[src/rtl/cacheline_adaptor_pkg.sv]
// Shared types and constants for the cache-line <-> burst adaptor.
//   LINE_W    : cache line width (bits)
//   BEAT_W    : memory burst beat width (bits)
//   BEATS     : beats per line (power of two)
//   LINE_MASK : clears the byte-offset bits of a line address
//   state_t   : adaptor FSM states
//   beat_idx_t: beat counter / buffer index
package cacheline_adaptor_pkg;
  localparam int LINE_W = 256;
  localparam int BEAT_W = 64;
  localparam int BEATS  = LINE_W / BEAT_W;
  localparam int IDX_W  = $clog2(BEATS);

  localparam logic [31:0] LINE_MASK = ~32'(LINE_W / 8 - 1);

  typedef enum logic [1:0] {
    IDLE  = 2'd0,
    READ  = 2'd1,
    WRITE = 2'd2,
    DONE  = 2'd3
  } state_t;

  typedef logic [IDX_W-1:0] beat_idx_t;
endpackage

[src/rtl/cacheline_adaptor_if.sv]
// Physical-memory burst bus. Signal names follow the adaptor's point of view.
//   burst_i   : read beat from memory
//   burst_o   : write beat to memory
//   address_o : line-aligned burst base address
//   read_o    : burst read request
//   write_o   : burst write request
//   resp_i    : memory beat valid / accept
// master = adaptor side, slave = memory side.
interface cacheline_adaptor_if;
  import cacheline_adaptor_pkg::*;
  logic [BEAT_W-1:0] burst_i;
  logic [BEAT_W-1:0] burst_o;
  logic [31:0]       address_o;
  logic              read_o;
  logic              write_o;
  logic              resp_i;

  modport master (input burst_i, resp_i, output burst_o, address_o, read_o, write_o);
  modport slave  (output burst_i, resp_i, input burst_o, address_o, read_o, write_o);
endinterface

[src/rtl/cacheline_adaptor_reg.sv]
// Generic load-enable register with synchronous active-high reset.
//   clk, rst : clock / reset (reset clears to zero)
//   ld_i     : load enable
//   d_i      : next value
//   q_o      : registered value
module cacheline_adaptor_reg #(
  parameter int W = 32
) (
  input  logic         clk,
  input  logic         rst,
  input  logic         ld_i,
  input  logic [W-1:0] d_i,
  output logic [W-1:0] q_o
);
  always_ff @(posedge clk) begin
    if (rst)       q_o <= '0;
    else if (ld_i) q_o <= d_i;
  end
endmodule

[src/rtl/cacheline_adaptor.sv]
// Converts whole-line cache transfers into BEATS-beat bursts on the memory bus.
//   clk, rst  : clock, synchronous active-high reset
//   line_i    : write-back line from the cache
//   line_o    : assembled fill line to the cache (valid from DONE onward)
//   address_i : line address from the cache
//   read_i    : cache requests a fill
//   write_i   : cache requests a write-back (wins over read_i)
//   resp_o    : one-cycle completion pulse
//   mem       : burst bus (master side)
module cacheline_adaptor
  import cacheline_adaptor_pkg::*;
(
  input  logic              clk,
  input  logic              rst,
  input  logic [LINE_W-1:0] line_i,
  output logic [LINE_W-1:0] line_o,
  input  logic [31:0]       address_i,
  input  logic              read_i,
  input  logic              write_i,
  output logic              resp_o,
  cacheline_adaptor_if.master mem
);
  state_t    state_q;
  beat_idx_t cnt_q;
  logic      read_q, write_q, resp_q;
  // Separate buffers per direction so a write-back never disturbs line_o.
  logic [BEATS-1:0][BEAT_W-1:0] rbuf_q;
  logic [BEATS-1:0][BEAT_W-1:0] wbuf_q;

  logic        addr_ld;
  logic [31:0] addr_d, addr_q;

  assign addr_ld = (state_q == IDLE) && (read_i || write_i);
  assign addr_d  = address_i & LINE_MASK;

  cacheline_adaptor_reg #(.W(32)) u_addr (
    .clk  (clk),
    .rst  (rst),
    .ld_i (addr_ld),
    .d_i  (addr_d),
    .q_o  (addr_q)
  );

  always_ff @(posedge clk) begin
    if (rst) begin
      state_q <= IDLE;
      cnt_q   <= '0;
      read_q  <= 1'b0;
      write_q <= 1'b0;
      resp_q  <= 1'b0;
      rbuf_q  <= '0;
      wbuf_q  <= '0;
    end else begin
      case (state_q)
        IDLE: begin
          resp_q <= 1'b0;
          if (write_i) begin
            wbuf_q  <= line_i;
            cnt_q   <= '0;
            write_q <= 1'b1;
            state_q <= WRITE;
          end else if (read_i) begin
            cnt_q   <= '0;
            read_q  <= 1'b1;
            state_q <= READ;
          end
        end
        READ: begin
          if (mem.resp_i) begin
            rbuf_q[cnt_q] <= mem.burst_i;
            cnt_q         <= cnt_q + 1'b1;
            if (cnt_q == beat_idx_t'(BEATS - 1)) begin
              read_q  <= 1'b0;
              resp_q  <= 1'b1;
              state_q <= DONE;
            end
          end
        end
        WRITE: begin
          if (mem.resp_i) begin
            cnt_q <= cnt_q + 1'b1;
            if (cnt_q == beat_idx_t'(BEATS - 1)) begin
              write_q <= 1'b0;
              resp_q  <= 1'b1;
              state_q <= DONE;
            end
          end
        end
        default: begin  // DONE: pulse already visible, back to IDLE
          resp_q  <= 1'b0;
          state_q <= IDLE;
        end
      endcase
    end
  end

  assign line_o        = rbuf_q;
  assign resp_o        = resp_q;
  assign mem.read_o    = read_q;
  assign mem.write_o   = write_q;
  assign mem.address_o = addr_q;
  // Beat select follows the counter directly; zero outside WRITE.
  assign mem.burst_o   = (state_q == WRITE) ? wbuf_q[cnt_q] : '0;
endmodule

[src/flat_wrapper.sv]
// flat-port wrapper written by rule: the top's interface ports become plain ports
module cacheline_adaptor_flat import cacheline_adaptor_pkg::*;
  (clk, rst, line_i, line_o, address_i, read_i, write_i, resp_o, mem_burst_i, mem_resp_i, mem_burst_o, mem_address_o, mem_read_o, mem_write_o);
  cacheline_adaptor_if mem_i ();
  input  logic clk;
  input  logic rst;
  input  logic [LINE_W-1:0] line_i;
  output logic [LINE_W-1:0] line_o;
  input  logic [31:0] address_i;
  input  logic read_i;
  input  logic write_i;
  output logic resp_o;
  input wire logic [$bits(mem_i.burst_i)-1:0] mem_burst_i;
  input wire logic [$bits(mem_i.resp_i)-1:0] mem_resp_i;
  output wire logic [$bits(mem_i.burst_o)-1:0] mem_burst_o;
  output wire logic [$bits(mem_i.address_o)-1:0] mem_address_o;
  output wire logic [$bits(mem_i.read_o)-1:0] mem_read_o;
  output wire logic [$bits(mem_i.write_o)-1:0] mem_write_o;
  assign mem_i.burst_i = mem_burst_i;
  assign mem_i.resp_i = mem_resp_i;
  assign mem_burst_o = mem_i.burst_o;
  assign mem_address_o = mem_i.address_o;
  assign mem_read_o = mem_i.read_o;
  assign mem_write_o = mem_i.write_o;
  cacheline_adaptor u_core (.clk(clk), .rst(rst), .line_i(line_i), .line_o(line_o), .address_i(address_i), .read_i(read_i), .write_i(write_i), .resp_o(resp_o), .mem(mem_i));
endmodule
[config.mk]
export PLATFORM = sky130hd
export DESIGN_NAME = cacheline_adaptor_flat
export DESIGN_NICKNAME = d
export VERILOG_FILES = /design/src/rtl/cacheline_adaptor_pkg.sv /design/src/rtl/cacheline_adaptor_if.sv /design/src/rtl/cacheline_adaptor_reg.sv /design/src/rtl/cacheline_adaptor.sv /design/src/flat_wrapper.sv
export SDC_FILE = /design/constraint.sdc
export NUM_CORES = 1
export LEC_CHECK = 0
export CAP_MARGIN = 15
export CORE_AREA = 2 2 273 275
export DETAILED_ROUTE_END_ITERATION = 10
export DIE_AREA = 0 0 275 277
export GPL_ROUTABILITY_DRIVEN = 0
export SYNTH_ARGS = -nofsm -noshare
export SYNTH_HDL_FRONTEND = slang
export SYNTH_SLANG_ARGS = --single-unit
export TNS_END_PERCENT = 30
[constraint.sdc]
create_clock -name clk -period 2.6 [get_ports clk]
set_clock_uncertainty 0.05 [all_clocks]
set_input_delay 0.52 -clock clk [delete_from_list [all_inputs] [get_ports clk]]
set_output_delay 0.52 -clock clk [all_outputs]
set_load 0.01 [all_outputs]
==> results.yml, run 1 <==
status:
  outcome: "finished with violations"
  violations: "negative setup slack"
finish:
  fin_nets: 3581
  drive_above_1_share: 0.122
  final_cell_mix: "nand2_1, clkdlybuf4s50_1, dfxtp_1"
  fillers: 7407
  area_growth_pct: 52.4
  fin_cells: 4249
  fin_util: 0.432
  layout_commonest_cell: "nand2_1"
  multi_input_area_sq_mm: 0.00915
  regArea_sq_mm: 0.0109
min_path:
  hold_class: "primary input to flip-flop"
  hp-start: "rst"
pwr:
  p_per_area_mw_per_mm2: 817
  swShare: 0.310
  comb_power_share: 0.285
  p_clk_frac: 0.339
  p_seq_frac: 0.376
  peakVddDrop_mv: 0.602
  p_leak_nw: 11.3
  p_sw_w: 0.00805
  intPower_w: 0.0179
sta:
  hold_viol: 0
  worst_slack_ns: -0.145
  fin_crit_ns: 2.75
  setup_viol: 57
  max-slew-margin-rel: 0.626
  min_period_over_period: 1.06
  tightest_slew_ns: 0.561
  slew_violations: 0
  rsz0062_at_grt: "true"
  max_freq_ghz: 0.364
die:
  die_width_um: 275
  pin_count: 712
  floorplan.die_area_sq_mm: 0.0762
  die_y_um: 277
  initial_core_util: 0.283
  core_region_area_sq_mm: 0.0736
  placementRows: 100
global_route:
  first_global_vias: 18759
  grt_pass1_wl_um: 118000
  gr-total-overflow: 0
  grt_start_max_net_pins: 74
  grt_use_total: 0.204
  use_met2: 0.335
  grt_antenna_before_repair: 18
  top_usage_layer: "met2"
  met1_usage: 0.248
  gr-usage-met3: 0.0511
logic_synthesis:
  yosys_warnings: 0
  synth.largest_area_cell: "dfxtp_1"
  ys_seq_elements: 546
  synth_area_leaders: "dfxtp_1, nand2_1, a21oi_1"
  ys_types: 32
  avgSynthCellArea_sq_um: 8.17
  synth.top_cell.area_share: 0.524
  seq_area_frac_synth: 0.524
  synthesis.area_sq_mm: 0.0209
  synthCells: 2551
worst_setup_path:
  worst-setup-path-type: "flip-flop to output port"
  start_kind: "flip-flop"
  startpoint: "u_core.cnt_q[0]"
  cp.required_ns: 2.03
  endpoint_kind: "output port"
  timing.rr.start: "u_core.cnt_q[0]"
  worstPathMaxFanout: 7
  arrival_ns: 2.18
route:
  first_pass_iters: 5
  wl_per_cell_um: 19.0
  wl_um: 80800
  drtIter0Drc: 1381
  drc: 0
  vias_per_cell: 4.64
  ant_nets: 0
  vias: 19726
cts:
  cts_buffer_depth: 3
  clock_sinks: 546
  clk_pin_slew_ns: 0.06
  root_buffer: "clkbuf_16"
  clkLatencyLatePin_ns: 0.62
  cts_tree: "done"
  cts.hold.buffers_added: 0
  cts_max_level: 2
  cts_made_buffers: 60
place:
  post-place-cells: 4090
  dp_hpwl_um: 57700
  portBuffers: 701
run:
  cap_violations: 0
==> registers in the layout, indices dropped and copies added, names as in the netlist <==
register,cells
u_core.cnt_q,2
u_core.line_o,256
u_core.mem.read_o,1
u_core.mem.write_o,1
u_core.resp_o,1
u_core.state_q,2
u_core.u_addr.q_o,27
u_core.wbuf_q,256
==> repair_timing <==
action,CTS,global route
gates cloned,5,0
setup endpoints to repair,64,64
pin swaps,28,9
setup buffers,20,10
hold endpoints to repair,0,0
gates resized for setup,341,49
==> routing by layer <==
metal,share of wire,up-vias
li1,-,9686
met5,0.000099,-
met4,0.046,2
met1,0.40,9222
met3,0.074,166
met2,0.48,650
==> cells in the mapped netlist <==
master,n
nor3b_1,2
or2_2,1
and2_1,65
nor2b_1,2
inv_1,6
clkbuf_1,102
nand2b_1,1
nand3_1,5
nor2_1,1
a21oi_1,543
nand2_2,1
buf_6,5
a311oi_1,1
o21a_1,1
and3_1,4
o21ai_0,2
o311ai_0,2
a21bo_2,1
buf_1,7
or3_1,1
a41oi_1,1
o2111ai_1,2
dfxtp_1,546
buf_4,8
mux4_2,64
buf_2,82
or3b_2,1
ha_1,9
nand2_1,1080
o31ai_1,3
conb_1,1
o21ai_2,1
==> final timing paths <==
check	end	slack (ns)	cells after the start
worst min-delay path	u_core.line_o[178]	0.32	2
worst max-delay path	mem_burst_o[8]	-0.15	6
worst max register to register	u_core.line_o[200]	0.35	10
worst min register to register	u_core.wbuf_q[112]	0.40	2
==> metrics by stage <==
stage / setup TNS (ns) / setup WS, ns / instance area, sq um / hold slack, ns / power [W]
after floorplan: 0 / 0.612 / 20900 / 0.383 / 0.0137
after global placement: 0 / 0.104 / 29200 / 0.389 / 0.0166
after detailed placement: 0 / 0.105 / 29200 / 0.394 / 0.0167
after CTS: -9.14 / -0.308 / 31500 / 0.292 / 0.0262
after global routing: -9.19 / -0.235 / 31800 / 0.312 / 0.0273
final: -4.43 / -0.145 / 31800 / 0.324 / 0.0260
==> area by class of cell <==
type / instances / share of cell area
well taps: 969 / 0.0382
clock buffers: 80 / 0.0531
flip-flops and latches: 546 / 0.344
inverters: 6 / 0.000709
clock inverters: 31 / 0.0113
multi-input cells: 1799 / 0.288
diodes: 16 / 0.00126
repair buffers: 802 / 0.263
==> worst max-delay path, stage by stage, from the launching register on <==
cell and delay, ns:
dfxtp_4 0.38, buf_12 0.14, buf_12 0.13, buf_4 0.11, mux4_2 0.48, and2_4 0.17
buf_2 0.14
==> cells by family (layout without fill, tap and decap cells) <==
family          count (synthesis)  count (layout)  synth area share
compound gates                557             557             0.136
fa+ha+maj                       9               9           0.00540
buf+inv                       210             919            0.0460
flops                         546             546             0.524
mux                            64              64            0.0691
other cells                     1              21          0.000180
simple gates                 1164            1164             0.219
==> power by group through the flow <==
stage	logic, W	registers, W	clock network (W)
after floorplan	0.00382	0.00989	0
after global placement	0.00671	0.00991	0
after detailed placement	0.00673	0.00993	0
after CTS	0.00736	0.00976	0.00904
after global routing	0.00808	0.00986	0.00936
final	0.00739	0.00976	0.00881
No activity file was read; power rests on OpenSTA's default activity.
==> run 2: changes to the inputs <==
==> constraint.sdc (replaced) <==
create_clock -name clk -period 2.6 [get_ports clk]
set_clock_uncertainty 0.05 [all_clocks]
set_input_delay 0.52 -clock clk [delete_from_list [all_inputs] [get_ports clk]]
set_output_delay 0.52 -clock clk [all_outputs]
set_load 0.1 [all_outputs]
==> results.yml, run 2 (synthesis results as in run 1) <==
route:
  vias: 19726
  first_pass_iters: 7
  vias_per_cell: 4.66
  drc: 0
  ant_nets: 0
  wl_um: 80700
  wl_per_cell_um: 19.1
  drtIter0Drc: 1204
sta:
  max-slew-margin-rel: 0.651
  worst_slack_ns: -0.139
  tightest_slew_ns: 0.521
  hold_viol: 0
  max_freq_ghz: 0.365
  rsz0062_at_grt: "true"
  slew_violations: 0
  setup_viol: 63
  fin_crit_ns: 2.74
  min_period_over_period: 1.05
global_route:
  gr-total-overflow: 0
  grt_start_max_net_pins: 94
  grt_use_total: 0.205
  first_global_vias: 19286
  grt_pass1_wl_um: 120000
  grt_antenna_before_repair: 18
pwr:
  swShare: 0.366
  comb_power_share: 0.338
  p_per_area_mw_per_mm2: 898
  p_sw_w: 0.0105
  totalPowerFinal_w: 0.0286
  p_leak_nw: 12.1
  p_clk_frac: 0.321
  peakVddDrop_mv: 0.518
  p_seq_frac: 0.341
  intPower_w: 0.0181
worst_setup_path:
  crit_buf_inv: 3
  startpoint: "u_core.cnt_q[0]"
  timing.rr.start: "u_core.cnt_q[0]"
  arrival_ns: 2.17
  cp.required_ns: 2.03
  cp_slowest_cell: "mux4_2"
  crit_path_frequent_cell: "buf_12"
  rr_worst_depth: 10
  worstPathMaxFanout: 6
  critPathTopFamily: "multiplexers"
  slowest_delay_ns: 0.54
  path_cells: "buf_12, buf_12, mux4_2, and2_4, buf_12"
  start_kind: "flip-flop"
  rrSetupSlack_ns: 0.34
  timing.rr.end: "u_core.line_o[3]"
  endpoint_kind: "output port"
  worst-setup-path-type: "flip-flop to output port"
die:
  die_y_um: 277
  initial_core_util: 0.283
  core_region_area_sq_mm: 0.0736
  floorplan.die_area_sq_mm: 0.0762
  pin_count: 712
  die_width_um: 275
  placementRows: 100
status:
  violations: "negative setup slack"
  outcome: "finished with violations"
finish:
  layout_commonest_cell: "nand2_1"
  drive_above_1_share: 0.211
  final_cell_mix: "nand2_1, dfxtp_1, a21oi_1"
  fin_nets: 3578
  area_growth_pct: 52.6
place:
  portBuffers: 701
  place_ws_ns: 0.206
  dp_hpwl_um: 57600
cts:
  clkLatencyLatePin_ns: 0.59
  cts_made_buffers: 66
  clock_sinks: 546
  cts_max_level: 3
  cts.hold.buffers_added: 0
  cts_tree: "done"
  cts_buffer_depth: 3
  clk_pin_slew_ns: 0.06
  root_buffer: "clkbuf_16"
min_path:
  min_path_cells: 2
  hp-start: "rst"
  hold_class: "primary input to flip-flop"
  hold_end: "u_core.wbuf_q[51]"
run:
  cap_violations: 0
-- run 2: cell types whose count changed in the layout (fill, tap and decap cells not counted), moves of 13 or more --
cell / change
and2_4: +13
buf_12: +64
clkdlybuf4s50_1: -286
buf_2: -20
buf_6: -50
and2_1: -13
buf_4: +281
-- run 2: cell type report --
cell class                      count  area (sq um)
Timing Repair Buffer              793          8290
Inverter                            6          22.5
Clock buffer                       89          1850
Fill cell                        7343         41700
Multi-Input combinational cell   1799          9180
Antenna cell                       10          25.0
Sequential cell                   546         10900
Clock inverter                     23           312
Tap cell                          969          1210
-- run 2: timing repair --
action                                  in CTS  in global routing
buffers inserted                            12                  1
gates resized for setup                     70                 11
gates cloned                                 5                  1
endpoints found under the setup margin      64                 64
pin swaps                                    0                  0
-- run 2: per-layer routing --
layer	track usage	wire length [um]
met1	0.246	32400
met2	0.344	39100
met3	0.0519	5850
met4	0.0937	3240
met5	0	70
-- run 2: power groups by stage --
| stage | Combinational, W | Sequential [W] | Clock (W) |
|---|---|---|---|
| 2_1_floorplan | 0.00449 | 0.0115 | 0 |
| 3_3_place_gp | 0.00908 | 0.00996 | 0 |
| 3_5_place_dp | 0.00913 | 0.00999 | 0 |
| 4_1_cts | 0.00981 | 0.00974 | 0.00941 |
| 5_1_grt | 0.0104 | 0.00984 | 0.00978 |
| 6_report | 0.00967 | 0.00974 | 0.00917 |
-- run 2: metrics by stage --
stage	cell area, sq um	cells	TNS [ns]	util	hold slack [ns]
6_report	31800	4235	-5.28	0.433	0.284
5_1_grt	31800	4234	-10.12	0.433	0.260
4_1_cts	31800	4225	-11.17	0.432	0.246
3_5_place_dp	29200	4096	0	0.397	0.393
3_3_place_gp	29200	4096	0	0.397	0.389
2_1_floorplan	20900	2555	0	-	0.383
-- run 2: how the worst max path moves through the flow --
stage | to | slack [ns] | cells past startpoint
2_1_floorplan | mem_burst_o[13] | 0.25 | 5
3_3_place_gp | mem_burst_o[48] | 0.21 | 4
3_5_place_dp | mem_burst_o[48] | 0.21 | 4
4_1_cts | mem_burst_o[16] | -0.23 | 5
5_1_grt | mem_burst_o[31] | -0.21 | 5
6_report | mem_burst_o[31] | -0.14 | 5
-- run 2: worst reg2reg max path, delay by kind of cell, from the launching register on --
| kind | cells | cell delay (ns) |
|---|---|---|
| buffers and inverters | 6 | 0.95 |
| AND/OR/NAND/NOR | 2 | 0.49 |
| flip-flops | 1 | 0.36 |
| adder cells (fa/ha/maj) | 1 | 0.19 |
| AO/OA/AOI/OAI | 1 | 0.15 |
==> edit 1, RTL diff (config.mk and constraints of run 1) <==
Register the output `line_o` once more, cleared by the reset; this adds one clock of latency there. The other outputs are not delayed to match.
--- a/src/rtl/cacheline_adaptor.sv
+++ b/src/rtl/cacheline_adaptor.sv
@@ -96,3 +96,9 @@
 
-  assign line_o        = rbuf_q;
+  always_ff @(posedge clk) begin
+    if (rst) begin
+      line_o <= '0;
+    end else begin
+      line_o <= rbuf_q;
+    end
+  end
   assign resp_o        = resp_q;
Check against the original RTL: not settled (the Yosys comparison gave no result); the edit may change what the design does.
==> edit 1 against run 1 <==
- the flow still finishes with violations (negative setup slack)
- total power is 27% higher
- setup slack worse by 0.013 ns
- sequential cell count is 256 higher
- synthesized area is 33% higher
- register-to-register slack better by 0.02 ns
- critical path depth is 1 lower
- wire length is 8.0% higher
- design area is 23% higher
- critical path type unchanged
==> edit 1: results (changes against run 1) <==
{
  "outcome": {"value": "complete, but fails checks"},
  "violations_in_the_final_reports": {"value": "negative setup slack"},
  "grt_antenna_before_repair": {"value": 21, "change": "+3"},
  "antenna_cells": {"value": 10, "change": "-6"},
  "internal_reg_to_reg_setup_slack": {"value": 0.37, "unit": "ns", "change": "+0.02 ns"},
  "crit_path_max_incr_delay": {"value": 0.50, "unit": "ns", "change": "+0.02 ns"},
  "worst_slack_at_placement": {"value": 0.105, "unit": "ns", "change": "+0.000716 ns"},
  "number_of_multi_input_combinational_cells": {"value": 2055, "change": "+14%"},
  "cts-resized-gates": {"value": 373, "change": "+9.4%"},
  "finalNetCount": {"value": 4102, "change": "+15%"},
  "number_of_clock_buffers_inserted_by_tritoncts": {"value": 84, "change": "+40%"},
  "r2r.worst_path.cells": {"value": 8, "change": "-2"},
  "r2r_end": {"value": "u_core.rbuf_q[251]"},
  "synth.area.top_cells": {"value": "sky130_fd_sc_hd__dfxtp_1, sky130_fd_sc_hd__nand2_1, sky130_fd_sc_hd__a21oi_1"},
  "area_share_clock_buf_inv": {"value": 7.16, "unit": "%", "change": "+0.72 points"},
  "layout.filler_cells": {"value": 6896, "change": "-6.9%"},
  "share_comb_of_total_power": {"value": 21.4, "unit": "%", "change": "-7.1 points"},
  "route.vias.total": {"value": 22500, "change": "+14%"},
  "report.final.setup_viol": {"value": 62, "change": "+8.8%"},
  "ys_top_cells_by_count": {"value": "sky130_fd_sc_hd__nand2_1, sky130_fd_sc_hd__dfxtp_1, sky130_fd_sc_hd__a21oi_1"},
  "n_all_buffers": {"value": 788, "change": "-1.7%"},
  "numSequentialCells": {"value": 802, "change": "+47%"},
  "seq_area": {"value": 0.0161, "unit": "sq mm", "change": "+47%"},
  "netlist_instances": {"value": 3092, "change": "+21%"},
  "timing.critical_path.max_delay_family": {"value": "multiplexers"},
  "pwr-share-clk": {"value": 36.8, "unit": "%", "change": "+2.9 points"},
  "max_vdd_drop": {"value": 0.526, "unit": "mV", "change": "-13%"},
  "grt_start_max_net_pins": {"value": 83, "change": "+12%"},
  "first_global_vias": {"value": 21400, "change": "+14%"},
  "routed_wl": {"value": 87300, "unit": "um", "change": "+8.0%"},
  "synth.yosys.seq_area_share": {"value": 58.0, "unit": "%", "change": "+5.6 points"},
  "post-cts-setup-buffer-count": {"value": 3, "change": "-85%"},
  "fraction_of_area_in_multi_input_gates": {"value": 27.4, "unit": "%", "change": "-1.4 points"},
  "final.setup.worst_slack": {"value": -0.158, "unit": "ns", "change": "-0.0127 ns"}
}
[edit 1: metrics by stage]
stage	TNS, ns	area (sq um)
floorplan	0	27700
global placement	0	36000
detailed placement	0	36000
CTS	-8.40	39100
global route	-10.04	39200
finish	-5.53	39200
[edit 1: logic make-up (layout without fill, tap and decap cells)]
| kind of cell | after synthesis | in the layout | share of synthesized area, % |
|---|---|---|---|
| AOI/OAI and AO/OA | 555 | 555 | 10.1 |
| adders and majority gates | 8 | 8 | 0.362 |
| buffers and inverters | 239 | 946 | 3.92 |
| DFF | 802 | 802 | 58.0 |
| muxes | 65 | 65 | 5.24 |
| other | 1 | 15 | 0.0135 |
| and+or+nand+nor | 1422 | 1422 | 22.3 |
[edit 1: routing by layer]
metal  wire length [um]  vias up  share of wire (%)  track usage, %
li1                   -    11200                  -               -
met1              36100    10500                 41            27.3
met2              41400      639                 47            36.5
met3               7280      135                8.3            7.11
met4               2390       20                2.7            7.79
met5                135        -               0.15               0
==> edit 2, RTL diff (settings of run 1) <==
Without the edit above. Add an input register stage for `line_i`; this delays it by one clock. The other inputs are not delayed to match.
--- a/src/rtl/cacheline_adaptor.sv
+++ b/src/rtl/cacheline_adaptor.sv
@@ -22,2 +22,9 @@
 );
+
+  logic [LINE_W-1:0] line_q;
+
+  always_ff @(posedge clk) begin
+    line_q <= line_i;
+  end
+
   state_t    state_q;
@@ -57,3 +64,3 @@
           if (write_i) begin
-            wbuf_q  <= line_i;
+            wbuf_q  <= line_q;
             cnt_q   <= '0;
Function: not settled (the Yosys comparison gave no result); the edit may change what the design does.
==> edit 2 against run 1 <==
- setup slack worse by 0.031 ns
- sequential power up 43%
- synthesized area up 25%
- the flow still finishes with violations (negative setup slack)
- die area unchanged
- count of clock-buffer cells in the layout up 48
- design area up 18%
- sequential cell count up 256
- largest cell class unchanged
- total power up 28%
- wire length up 2.8%
==> edit 2: results (changes against run 1) <==
{
  "outcome": {"value": "complete, but fails checks"},
  "violations_in_the_final_reports": {"value": "negative setup slack"},
  "yosys.area_share.adder": {"value": 0.433, "unit": "%", "change": "-0.11 points"},
  "max_vdd_drop": {"value": 0.571, "unit": "mV", "change": "-5.3%"},
  "grt_start_max_net_pins": {"value": 102, "change": "+38%"},
  "first_iter_violations": {"value": 1090, "change": "-21%"},
  "cell_count_final_fillers_out": {"value": 4523, "change": "+6.4%"},
  "met3_usage": {"value": 6.54, "unit": "%", "change": "+1.4 points"},
  "global_route.usage.met2": {"value": 35.2, "unit": "%", "change": "+1.7 points"},
  "report.final.setup_viol": {"value": 63, "change": "+11%"},
  "r2r_end": {"value": "u_core.line_o[129]"},
  "cts-resized-gates": {"value": 333, "change": "-2.3%"},
  "timing.critical_path.max_delay_family": {"value": "multiplexers"},
  "worst_slack_at_placement": {"value": 0.0868, "unit": "ns", "change": "-0.0177 ns"},
  "synth_compound_area_share": {"value": 10.7, "unit": "%", "change": "-2.8 points"},
  "grt_antenna_before_repair": {"value": 27, "change": "+9"},
  "layout-drive-gt1-share": {"value": 11.4, "unit": "%", "change": "-0.77 points"},
  "critPathArrivalTime": {"value": 2.21, "unit": "ns", "change": "+0.03 ns"},
  "synth.yosys.seq_area_share": {"value": 61.7, "unit": "%", "change": "+9.3 points"},
  "comb_power": {"value": 7.43, "unit": "mW", "change": "+0.5%"},
  "final.setup.worst_slack": {"value": -0.176, "unit": "ns", "change": "-0.0309 ns"},
  "crit_end": {"value": "mem_burst_o[52]"},
  "routed-wl-met2": {"value": 39600, "unit": "um", "change": "+2.7%"},
  "synth.mux.area_fraction": {"value": 5.62, "unit": "%", "change": "-1.3 points"},
  "tightest_slew": {"value": 0.519, "unit": "ns", "change": "-0.0423 ns"},
  "grtUsageMet1": {"value": 25.3, "unit": "%", "change": "+0.56 points"},
  "post-cts-setup-buffer-count": {"value": 13, "change": "-35%"},
  "routed_wl": {"value": 83100, "unit": "um", "change": "+2.8%"}
}
[edit 2: final cells by class]
cell class	count	area share [%]
multi-input cells	1803	24.4
repair buffers	784	22.1
well taps	969	3.24
inverters	5	0.0501
clock inverters	23	0.671
flip-flops and latches	802	42.9
clock buffers	128	6.62
diodes	9	0.0601
[edit 2: worst min path at each step]
| stage | endpoint | start | slack (ns) | depth (start not counted) |
|---|---|---|---|---|
| 6_report | u_core.u_addr.q_o[25] | rst | 0.23 | 2 |
| 3_5_place_dp | u_core.wbuf_q[203] | u_core.line_q[203] | 0.38 | 2 |
| 4_1_cts | u_core.u_addr.q_o[21] | rst | 0.21 | 2 |
| 3_3_place_gp | u_core.wbuf_q[19] | u_core.line_q[19] | 0.37 | 2 |
| 5_1_grt | u_core.u_addr.q_o[21] | rst | 0.23 | 2 |
| 2_1_floorplan | u_core.wbuf_q[0] | u_core.line_q[0] | 0.37 | 2 |
